--- src/rtl/ctrl_seq.sv ---
// ctrl_seq: Moore instruction sequencer for the Prathama core.
// Owns the PC and walks fetch/decode/execute/memory handshakes.
module ctrl_seq #(
  parameter int IR_W    = 32,
  parameter int ADDR_W  = 16,
  parameter int N_EU    = 2,
  parameter int PC_STEP = 1,
  parameter int TIMEOUT = 15,
  parameter int CNT_W   = 16,
  localparam int SEL_W  = (N_EU > 1) ? $clog2(N_EU) : 1
) (
  input  logic              clk,
  input  logic              reset,
  input  logic              start,
  input  logic              halt_req,
  output logic              fetch_cs,
  input  logic              fetch_ready,
  input  logic [IR_W-1:0]   fetch_ir,
  output logic [ADDR_W-1:0] fetch_addr,
  output logic [IR_W-1:0]   ir,
  output logic              dec_cs,
  input  logic              dec_ready,
  input  logic [SEL_W-1:0]  dec_eu_sel,
  input  logic              dec_mem,
  input  logic              dec_branch,
  input  logic [ADDR_W-1:0] dec_target,
  input  logic              dec_halt,
  output logic [N_EU-1:0]   eu_cs,
  input  logic [N_EU-1:0]   eu_ready,
  output logic              biu_cs,
  input  logic              biu_ready,
  output logic [2:0]        state,
  output logic              busy,
  output logic              fault,
  output logic [1:0]        fault_code,
  output logic [CNT_W-1:0]  retired
);

  localparam int WT_W = $clog2(TIMEOUT + 1);

  typedef enum logic [2:0] {
    S_IDLE   = 3'd0,
    S_FETCH  = 3'd1,
    S_DEC    = 3'd2,
    S_EXEC   = 3'd3,
    S_MEM    = 3'd4,
    S_COMMIT = 3'd5,
    S_HALT   = 3'd6,
    S_FAULT  = 3'd7
  } state_t;

  state_t            state_q, state_d;
  logic [ADDR_W-1:0] pc_q, pc_d;
  logic [IR_W-1:0]   ir_q, ir_d;
  logic [CNT_W-1:0]  ret_q, ret_d;
  logic [SEL_W-1:0]  sel_q, sel_d;
  logic              mem_q, mem_d;
  logic              br_q, br_d;
  logic [ADDR_W-1:0] tgt_q, tgt_d;
  logic [WT_W-1:0]   wait_q, wait_d;
  logic [1:0]        code_q, code_d;

  logic [N_EU-1:0]   eu_oh;
  logic              waiting;
  logic              rdy;
  logic              bad_sel;

  assign eu_oh   = N_EU'(1) << sel_q;
  assign bad_sel = {{(32-SEL_W){1'b0}}, dec_eu_sel} >= 32'(N_EU);

  // Next-state, datapath latches and handshake timeout.
  always_comb begin
    state_d = state_q;
    pc_d    = pc_q;
    ir_d    = ir_q;
    ret_d   = ret_q;
    sel_d   = sel_q;
    mem_d   = mem_q;
    br_d    = br_q;
    tgt_d   = tgt_q;
    code_d  = code_q;
    wait_d  = '0;
    waiting = 1'b0;
    rdy     = 1'b0;
    unique case (state_q)
      S_IDLE, S_HALT: begin
        if (start) state_d = S_FETCH;
      end
      S_FETCH: begin
        waiting = 1'b1;
        rdy     = fetch_ready;
        if (fetch_ready) begin
          ir_d    = fetch_ir;
          state_d = S_DEC;
        end
      end
      S_DEC: begin
        waiting = 1'b1;
        rdy     = dec_ready;
        if (dec_ready) begin
          sel_d = dec_eu_sel;
          mem_d = dec_mem;
          br_d  = dec_branch;
          tgt_d = dec_target;
          if (dec_halt) begin
            state_d = S_HALT;
          end else if (bad_sel) begin
            state_d = S_FAULT;
            code_d  = 2'd2;
          end else begin
            state_d = S_EXEC;
          end
        end
      end
      S_EXEC: begin
        waiting = 1'b1;
        rdy     = |(eu_ready & eu_oh);
        if (rdy) state_d = mem_q ? S_MEM : S_COMMIT;
      end
      S_MEM: begin
        waiting = 1'b1;
        rdy     = biu_ready;
        if (biu_ready) state_d = S_COMMIT;
      end
      S_COMMIT: begin
        pc_d    = br_q ? tgt_q : pc_q + ADDR_W'(PC_STEP);
        ret_d   = ret_q + CNT_W'(1);
        state_d = halt_req ? S_HALT : S_FETCH;
      end
      S_FAULT: begin
        state_d = S_FAULT;
      end
      default: begin
        state_d = S_IDLE;
      end
    endcase
    // Ready on the final allowed edge beats the timeout.
    if (waiting && !rdy) begin
      if (wait_q == WT_W'(TIMEOUT - 1)) begin
        state_d = S_FAULT;
        code_d  = 2'd1;
      end else begin
        wait_d = wait_q + WT_W'(1);
      end
    end
  end

  // State and datapath registers, synchronous active-low reset.
  always_ff @(posedge clk) begin
    if (!reset) begin
      state_q <= S_IDLE;
      pc_q    <= '0;
      ir_q    <= '0;
      ret_q   <= '0;
      sel_q   <= '0;
      mem_q   <= 1'b0;
      br_q    <= 1'b0;
      tgt_q   <= '0;
      wait_q  <= '0;
      code_q  <= 2'd0;
    end else begin
      state_q <= state_d;
      pc_q    <= pc_d;
      ir_q    <= ir_d;
      ret_q   <= ret_d;
      sel_q   <= sel_d;
      mem_q   <= mem_d;
      br_q    <= br_d;
      tgt_q   <= tgt_d;
      wait_q  <= wait_d;
      code_q  <= code_d;
    end
  end

  assign fetch_cs   = (state_q == S_FETCH);
  assign dec_cs     = (state_q == S_DEC);
  assign eu_cs      = (state_q == S_EXEC) ? eu_oh : '0;
  assign biu_cs     = (state_q == S_MEM);
  assign state      = state_q;
  assign busy       = !(state_q inside {S_IDLE, S_HALT, S_FAULT});
  assign fault      = (state_q == S_FAULT);
  assign fault_code = code_q;
  assign fetch_addr = pc_q;
  assign ir         = ir_q;
  assign retired    = ret_q;

endmodule

--- config.mk ---
export PLATFORM = sky130hd
export DESIGN_NAME = ctrl_seq
export DESIGN_NICKNAME = d
export VERILOG_FILES = /design/src/rtl/ctrl_seq.sv
export SDC_FILE = /design/constraint.sdc
export NUM_CORES = 1
export LEC_CHECK = 0
export CAP_MARGIN = 20
export CORE_MARGIN = 2
export CORE_UTILIZATION = 50
export CTS_BUF_LIST = sky130_fd_sc_hd__clkbuf_4 sky130_fd_sc_hd__clkbuf_8
export CTS_CLUSTER_DIAMETER = 150
export DETAILED_ROUTE_END_ITERATION = 10
export DONT_BUFFER_PORTS = 1
export GPL_ROUTABILITY_DRIVEN = 0
export PLACE_DENSITY = 0.76
export SLEW_MARGIN = 15
export SYNTH_ARGS = -nofsm -noshare
export SYNTH_HDL_FRONTEND = slang
export SYNTH_SLANG_ARGS = --single-unit
--- constraint.sdc ---
create_clock -name clk -period 5.7 [get_ports clk]
set_clock_uncertainty 0.1 [all_clocks]
set_input_delay 0.285 -clock clk [delete_from_list [all_inputs] [get_ports clk]]
set_output_delay 0.285 -clock clk [all_outputs]
set_load 0.02 [all_outputs]
# Word level (Yosys, flattened, before mapping)
# Cells that the tools add are included.
# Widths: inputs -> output; s select.
# word_totals
reg_bits	91
latch_bits	0
ram_bits	0
rom_bits	0
input_bits	61
wordCells	52
n_memories	0
# classes
n_addsub	3
multipliers	0
div	0
order_cmp	0
n_eq_ne	8
n_shift	1
mux	15
bitwise	3
reduce_logical	12
# ops
cell	n
$add 16x1->16 const B	2
$mux 3	9
$pmux 3 s7	1
$mux 16	1
$eq 3x3->1 const B	4
$eq 3x2->1 const B	2
$reduce_and 2->1	3
$add 4x1->4 const B	1
$eq 4x4->1 const B	1
$pmux 1 s4	1
$reduce_or 2->1	2
$reduce_or 4->1	1
$eq 3x1->1 const B	1
$logic_not 3->1	1
$reduce_bool 3->1	1
$reduce_or 3->1	1
$and 2x2->2	1
$logic_not 1->1	2
$mux 1	2
$mux 2	1
$not 1->1	2
$shl 1x1->2 const A	1
$logic_and 1x1->1	1

# Logic depth before layout (Yosys ltp)
# depth
word_depth	8
mapped_depth	7

# Worst setup path after synthesis
# No wires, ideal clock.
# synth_path
path_kind	register to register
startpoint	register state_q[1], in the netlist state[1]
endpoint	register tgt_q[10]
setup_time_ns	0.132
arrival_ns	2.031
required_time_ns	5.468
setup_slack_ns	3.437
path_stages_with_launch	7
path_cell_list	dfxtp_1 > clkbuf_1 > nor3b_1 > nand2_1 > clkbuf_1 > nand2_1 > a21oi_1
# synth_between
elab_chain_len	2
# synth_lines
element	line_no	source
start, declared	52	state_t state_q, state_d;
start signal, assigned	162	state_q <= state_d;
$eq 3x2->1	--	
net dec_cs	21	output logic dec_cs,
$reduce_and 2->1 (no source line)	--	
end signal, assigned	169	tgt_q <= tgt_d;
end, declared	59	logic [ADDR_W-1:0] tgt_q, tgt_d;
# The timed path passes the listed nets, and every way through them passes these cells.
# A chain may end at the register's enable or synchronous reset.

# Final worst setup path
# layout_path
startpoint	register state_q[0], in the netlist state[0]
endpoint	register ir_q[10], in the netlist ir[10]
# layout_between
elab_chain_len	2
# layout_lines
element	line_no	source
$eq 3x1->1	--	
net fetch_cs	16	output logic fetch_cs,
$reduce_and 2->1 (no source line)	--	
end signal, assigned	164	ir_q <= ir_d;
end, declared	54	logic [IR_W-1:0] ir_q, ir_d;
# The timed path passes the listed nets, and every way through them passes these cells.

==> results.yml <==
logic_synthesis:
  syn-num-nets: 565
  yosysWarnings: 0
  ys_async_sr_fraction_pct: 0
  ys_seq_area_share_pct: 45.7
  synth_top_area_share_pct: 45.7
  yosysUniqueCellTypes: 47
  synth_ff_type: "dfxtp_1"
  synth-edff-count: 0
  ys_seq_elements: 91
  synth_area_leaders: "dfxtp_1, nand2_1, a21oi_1, clkbuf_1, or4_1"
  synthesis.area_um2: 3980
  syn_avg_cell_area_um2: 7.97
  netlist_instances: 500
  synth_area_leader_cell: "dfxtp_1"
cells_and_area:
  area_delta_synth_final_pct: 17.7
  drive_gt1_share_pct: 3.92
  mostFrequentLayoutCells: "nand2_1, dfxtp_1, a21oi_1"
  fillCellCount: 678
  final_common_cell: "nand2_1"
  diodes: 0
  stdcell_area_um2: 4690
  nNetsFinal: 596
timing:
  rsz0062_at_grt: "no"
  finalMaxSlewViolations: 0
  layout_setup_ws_ps: 2670
  slew_headroom_pct: 30.1
  max_freq_ghz: 0.330
  hold_ws_ps: 56.6
  min_period_over_period_pct: 53.2
  fin_setup_tns_ps: 0
  hold_viol_final: 0
  period_needed_ps: 3030
  worstMarginPinSlew_ps: 1050
  setup_viol: 0
global_route:
  grt_max_degree: 67
  track_usage_pct: 22.3
  antenna_found_initial: 0
  grt_pass1_vias: 3336
  grt_remaining_overflow: 0
  grt_pass1_wl_um: 15700
clock_tree:
  insertion_delay_ps: 350
  cts-root-buf: "clkbuf_8"
  post_cts_resize_count: 0
  htreeDepth: 3
  clock_path_buffers: 2
  cts_tree: "built"
  cts_buffers: 9
  cts.reportedPaths.clkPinSlew_ps: 100
  cts.sinks: 91
place:
  port_buffers: 0
  pre_cts_slack_ps: 2720
  postPlaceCellArea_um2: 3980
  post-dp-hpwl_um: 6510
hold_path:
  hp-class: "in2reg"
floorplan:
  die_w_um: 93.2
  die_area_um2: 8690
  start_util_pct: 51.5
  ioPinCount: 137
  num_rows: 32
  die_h_um: 93.2
  core_area_um2: 7730
routing:
  wl_per_cell_um: 15.7
  post-route-drc-count: 0
  dr_total_vias: 3726
  wirelength_um: 10000
  antenna_left: 0
  drt_iter0_markers: 247
  drtPass1Iterations: 5
  vias_per_cell: 5.84
critical_path:
  cp_max_fo: 33
  cp_slowest_cell: "dfxtp_1"
  cp_cell_sequence: "nor3b_1, nand2_1, nand2_1, a21oi_1"
  critPathMaxStageDelay_ps: 830
  crit_type: "reg2reg"
  required_ps: 5820
  arrival_ps: 3150
  cp-start-kind: "flop"
  cpMostUsedCell: "nand2_1"
  endpoint_kind: "flop"
power:
  switching_power_mw: 0.365
  clockPowerShare_pct: 32.8
  swShare_pct: 29.3
  power_mw: 1.25
  combinationalPowerShare_pct: 9.5
  internal_power_mw: 0.883
  power_leakage_nw: 1.54
  power_density_nw_per_um2: 266
  ir_worst_vdd_mv: 0.148
  seqPwrFrac_pct: 57.6
run:
  drv_cap: 0
status:
  status: "completed"
## cell type report
class / count / area [um2] / area share [%]
sequential: 91 / 1820 / 38.9
multi-input combinational: 367 / 1990 / 42.5
clock inverter: 7 / 57.6 / 1.23
inverter: 8 / 30.0 / 0.641
timing repair buffer: 54 / 536 / 11.4
clock buffer: 9 / 124 / 2.64
tap: 102 / 128 / 2.72
## final timing paths
path	to	start	cells after the start	slack, ps
hold / removal	ir[21]	reset	2	60
setup reg to reg	ir[10]	state[0]	4	2670
setup / recovery	ir[10]	state[0]	4	2670
hold reg to reg	tgt_q[8]	tgt_q[8]	2	360
## power groups by stage
stage               clock [mW]  sequential, mW  combinational [mW]
floorplan                    0           0.717              0.0869
global placement             0           0.732              0.0843
detailed placement           0           0.734              0.0877
CTS                      0.417           0.719               0.118
global route             0.444           0.723               0.132
finish                   0.410           0.719               0.119
## critical path: cells and delay by family (launching register included)
kind               cells  cell delay, ps
DFF                    1             830
and+or+nand+nor        3            1870
AOI/OAI and AO/OA      1              90
## Yosys cell counts (2+ instances only)
library cell    n
ha_1            4
or3_1           7
a31oi_1         6
buf_2           8
nor3_1          7
nand4_1        10
and3_1          3
xnor2_1         2
clkbuf_1       24
nor2_1         18
o31ai_1         2
nor2b_1         4
a211oi_1        4
a21oi_1        72
or4_1          12
xor2_1          9
nand2b_1        7
o21ai_0        14
and2_1          3
a21boi_0        2
inv_1           7
nand3b_1        4
a22oi_1         8
mux2i_1         5
dfxtp_1        91
nand2_1       119
o21a_1          5
nor4_1          2
o41a_1          2
a22o_1          2
nand3_1        15
nor3b_1         7
## registers in the layout (all words and copies together) (netlist names)
register    flops
ir             32
wait_q          4
sel_q           1
br_q            1
state           3
retired        16
mem_q           1
fault_code      1
tgt_q          16
fetch_addr     16
## what timing repair did
action                                 CTS  global route
buffers inserted                         0             0
hold buffers                            52             0
endpoints found under the hold margin   60             0
## metal layers
layer / GRT usage [%] / vias to the layer above / part of all wire (%)
met3: 4.51 / 20 / 6.2
met1: 28.0 / 1751 / 42
li1: - / 1806 / -
met4: 8.46 / 0 / 1.7
met5: 0 / - / 0
met2: 37.6 / 149 / 50
## stage by stage
stage	utilization, %	std cells
after CTS	60.6	638
final	60.6	638
after detailed placement	51.6	570
after global placement	51.6	570
after floorplan	-	500
after global routing	60.6	638
## kinds of logic (layout without fill, tap and decap cells)
kind of cell	Yosys count	after routing	synth area share (%)
DFF	91	91	45.7
AOI/OAI and AO/OA	122	122	17.8
muxes	5	5	1.26
adders and majority gates	4	4	1.26
and+or+nand+nor	224	224	27.1
xor gates and xnor gates	11	11	2.42
other	1	1	0.0942
buffers and inverters	42	78	4.30
Note: power is estimated with default switching activity, not from simulation.
